## config.mk

```make
export PLATFORM = sky130hd
export DESIGN_NAME = parity_accum
export DESIGN_NICKNAME = d
export VERILOG_FILES = /design/src/rtl/parity_accum.sv
export SDC_FILE = /design/constraint.sdc
export NUM_CORES = 1
export LEC_CHECK = 0
export CAP_MARGIN = 20
export CORE_AREA = 2 2 48 50
export DETAILED_ROUTE_END_ITERATION = 12
export DIE_AREA = 0 0 50 52
export PLACE_DENSITY = 0.83
export SETUP_SLACK_MARGIN = 0.4
export SYNTH_ARGS = -nofsm -noshare
export SYNTH_HDL_FRONTEND = slang
export SYNTH_SLANG_ARGS = --single-unit
```

## constraint.sdc

```tcl
create_clock -name clk -period 3.9 [get_ports clk]
set_input_delay 0.39 -clock clk [delete_from_list [all_inputs] [get_ports clk]]
set_output_delay 0.39 -clock clk [all_outputs]
set_load 0.1 [all_outputs]
```

## src/rtl/parity_accum.sv

```systemverilog
// Packet parity accumulator: XOR-reduces multi-lane beats across a packet and
// holds one result in an output register with ready/valid handshake and a saturating error counter.
//
// state | meaning
// IDLE  | no beats of the current packet accumulated yet
// ACCUM | mid-packet, acc_q holds the running parity of accepted beats
module parity_accum #(
    parameter int WIDTH = 8,
    parameter int LANES = 3,
    parameter int CNT_W = 8
) (
    input  logic                     clk,
    input  logic                     rst,
    input  logic                     in_valid,
    output logic                     in_ready,
    input  logic [LANES*WIDTH-1:0]   in_data,
    input  logic                     in_last,
    input  logic                     in_par,
    input  logic                     odd_mode,
    input  logic                     check_en,
    output logic                     out_valid,
    input  logic                     out_ready,
    output logic                     out_par,
    output logic                     out_err,
    output logic [CNT_W-1:0]         err_cnt
);

    typedef enum logic {
        IDLE  = 1'b0,
        ACCUM = 1'b1
    } state_t;

    localparam logic [CNT_W-1:0] CNT_MAX = '1;

    state_t           state_q, state_d;
    logic             acc_q, acc_d;
    logic             out_valid_q, out_valid_d;
    logic             out_par_q, out_par_d;
    logic             out_err_q, out_err_d;
    logic [CNT_W-1:0] err_cnt_q, err_cnt_d;

    logic beat_par;
    logic accept;
    logic deliver;
    logic result;

    // A held result that is being taken this cycle frees the slot immediately.
    assign in_ready = !out_valid_q || out_ready;
    assign beat_par = ^in_data;
    assign accept   = in_valid && in_ready;
    assign deliver  = out_valid_q && out_ready;
    assign result   = ((state_q == ACCUM) ? acc_q : 1'b0) ^ beat_par ^ odd_mode;

    always_ff @(posedge clk or posedge rst) begin
        if (rst) begin
            state_q     <= IDLE;
            acc_q       <= 1'b0;
            out_valid_q <= 1'b0;
            out_par_q   <= 1'b0;
            out_err_q   <= 1'b0;
            err_cnt_q   <= '0;
        end else begin
            state_q     <= state_d;
            acc_q       <= acc_d;
            out_valid_q <= out_valid_d;
            out_par_q   <= out_par_d;
            out_err_q   <= out_err_d;
            err_cnt_q   <= err_cnt_d;
        end
    end

    always_comb begin
        state_d     = state_q;
        acc_d       = acc_q;
        out_valid_d = out_valid_q;
        out_par_d   = out_par_q;
        out_err_d   = out_err_q;
        err_cnt_d   = err_cnt_q;

        if (accept) begin
            if (in_last) begin
                state_d = IDLE;
                acc_d   = 1'b0;
            end else begin
                state_d = ACCUM;
                acc_d   = (state_q == ACCUM) ? (acc_q ^ beat_par) : beat_par;
            end
        end

        // The outgoing result is counted before a same-cycle new result overwrites it.
        if (deliver) begin
            out_valid_d = 1'b0;
            if (out_err_q && (err_cnt_q != CNT_MAX)) begin
                err_cnt_d = err_cnt_q + 1'b1;
            end
        end

        if (accept && in_last) begin
            out_valid_d = 1'b1;
            out_par_d   = result;
            out_err_d   = check_en && (result != in_par);
        end
    end

    assign out_valid = out_valid_q;
    assign out_par   = out_par_q;
    assign out_err   = out_err_q;
    assign err_cnt   = err_cnt_q;

endmodule

```

==> metrics.md <==
| Metric | Value |
|---|---|
| Mapped cell area | 847.1 µm² |
| Worst slew pin tran | around 1 ns |
| Top FF cell, synth | dfrtp_1 |
| Worst slew margin | 0.3454 |
| Initial core utilization | 0.4023 |
| Buf/Inv on CP | 2 |
| Endpoints failing setup | 0 |
| Setup TNS | 0 ns |
| Tot GR Track Use | 0.1540 |
| Gr busiest metal | met2 |
| PwrDens | between 500 and 600 nW/µm² |
| Dpl ws | around 1.3 ns |
| Worst Setup Slack, final | roughly 1.3 ns |
| M3 GR Usage | 0.05172 |
| Ports | 44 |
| Synth area leaders | dfrtp_1 (38%), xnor2_1 (24%), xnor3_1 (8.0%) |
| Most common cell in the netlist | xnor2_1 |
| Count of final hold-check violations | 0 |
| Min Hold Slack | about 0.44 ns |
| Area growth from synthesis to layout | 58.05% |
| CP required | about 3.5 ns |
| # placed instances | ~150 |
| CORE AREA | 2106 µm² |
| Top Family by Delay on Critical Path | buffers and inverters |
| Yosys warning count | 0 |
| Met1 Track Usage GR | 0.1624 |
| Pwr Total | slightly above 0.7 mW |
| Synth Register Bits | 13 |
| GPL Wtd Cong | a little under 0.8 |
| Die W | roughly 50 µm |
| Arrival time worst endpoint | between 2 and 2.5 ns |
| Die height | between 50 and 60 µm |
| CTS tree | yes |
| Commonest cells post-synth | xnor2_1 (23), dfrtp_1 (13), nand2_1 (8), xor2_1 (5), nand3_1 (4) |
| P_leak | ~0.58 nW |
| Sequential area share after synthesis | 0.3840 |
| R2r endpoint | err_cnt[7] |
| Core Rows | 17 |
| R2R depth | 5 |
| Met2 Track Usage GR | 0.2763 |
| Startpoint Class | input port |
| Syn Inst Count | 75 |
| Root buf cell | clkbuf_4 |
| Die footprint | 2600 µm² |
| Clock buffer depth | 2 |
| RSZ-0062 raised after global routing | false |
| Final count of pins violating max slew | 0 |
| Wire per inst | roughly 12 µm |
| Final clock skew | roughly 0.0037 ns |
| Tightest Hold Check Type | input port to async pin |
| CP max stage delay | between 1 and 1.5 ns |
| Clk sinks | 13 |
| Peak supply drop | 0.3720 mV |
| Final Core Density | 0.6358 |
| Clk Latency, worst-skew pair | around 0.27 ns |
| Clk slew on worst S/H paths | 0.07 ns |
| Initial antenna violation count | 0 |
| Maximum clock frequency | between 0.3 and 0.4 GHz |
| Total number of vias | 695 |
| Final min period | between 2 and 3 ns |
| Final cell count without fillers | 150 |
| GRT Residual Overflow | 0 |
| Critical R2R Launch | err_cnt[3] |
| Routed Antenna Nets | 0 |
| IO Port Bufs | 43 |
| FFs w/ async S/R, synth | 1.000 |
| HPWL after DPL | 1.502 mm |
| Design area | around 1300 µm² |
| CTS H-tree depth | 1 |
| Avg Cell Area, Syn | about 11 µm² |
| Placed Area | ~1300 µm² |
| Setup bufs post-CTS | 0 |
| Outcome | complete, no violations |
| DRC viols | 0 |
| Crit-path most repeated cell | clkdlybuf4s50_1 |
| Post-synth top area cell | dfrtp_1 |
| Post-Route WL | 1.812 mm |
| Crit share post-route | 0.6769 |
| Max-cap violations | 0 |
| CTS resizes | 0 |
| DRT Pass-1 Iters | 4 |
| Nets | roughly 160 |
| Share of post-route cells with drive strength above 1 | 0.04098 |
| Mapped Nets | approximately 110 |
| EDFF count, synth | 0 |
| Max FO, Critical Path | 5 |
| Slowest cell on crit path | clkdlybuf4s50_1 |
| CP Class | input port to output port |
| CTS Hold Bufs | 0 |
| Initial drt markers | 3 |
| Share of Yosys cell area claimed by the top area cell type | 0.3840 |
| Worst setup EP type | output port |
| Fill cells | around 190 |
| Largest net degree at the start of global routing | 14 |
| Reg2reg setup slack | between 2 and 2.5 ns |
| CP cell instances | clkdlybuf4s50_1, nand2b_1, clkdlybuf4s50_1 |
| CTS buffer count | 3 |
| Yosys cell types | 20 |
| Diodes inserted | 0 |
| First-pass GRT wire length | around 3 mm |
| Routed vias/inst | roughly 4.6 |
| Vias in the first global route | slightly above 700 |
-- routing by layer --
metal / wire (µm) / part of all wire
met5: 0 / 0
met4: 0 / 0
met3: 171 / 0.094
met2: 908 / 0.50
met1: 732 / 0.40
-- cells by family after synthesis --
kind of cell / Yosys count / synth area share
simple gates: 19 / 0.1108
fa+ha+maj: 1 / 0.01477
xor+xnor: 33 / 0.4254
buf+inv: 2 / 0.008866
mux: 1 / 0.01329
flops: 13 / 0.3840
compound gates: 6 / 0.04283
-- layout make-up --
class	instances	area, µm²	area share
clock buffers	4	26.28	0.01963
multi-input cells	60	514.2	0.3841
repair buffers	43	430.4	0.3215
inverters	2	7.507	0.005607
well taps	28	35.03	0.02617
flip-flops and latches	13	325.3	0.2430
-- sequential cells by signal (all words and copies together), names as in the netlist --
register / flops
acc_q: 1
err_cnt: 8
out_err: 1
out_par: 1
out_valid: 1
state_q: 1
-- how the worst max path moves through the flow --
stage | start | endpoint | slack, ns | cells past startpoint
floorplan | out_valid | state_q | 1.43 | 3
global placement | out_ready | in_ready | 1.27 | 3
detailed placement | out_ready | in_ready | 1.26 | 3
CTS | out_ready | in_ready | 1.26 | 3
global route | out_ready | in_ready | 1.22 | 3
finish | out_ready | in_ready | 1.26 | 3
-- power breakdown --
group          internal, mW  total [mW]  switching [mW]
combinational         0.194       0.460           0.266
clock                0.0396      0.0790          0.0394
sequential            0.164       0.189          0.0250
-- layout by cell type (no fill, tap or decap), types with 2 or more instances in the layout --
cell type,n
clkdlybuf4s50_1,43
xnor2_1,23
dfrtp_1,13
nand2_1,8
xor2_1,5
nand3_1,4
and3_1,3
nand4_1,3
xnor3_1,3
clkbuf_4,3
inv_1,2
(Power assumes the default switching activity.)
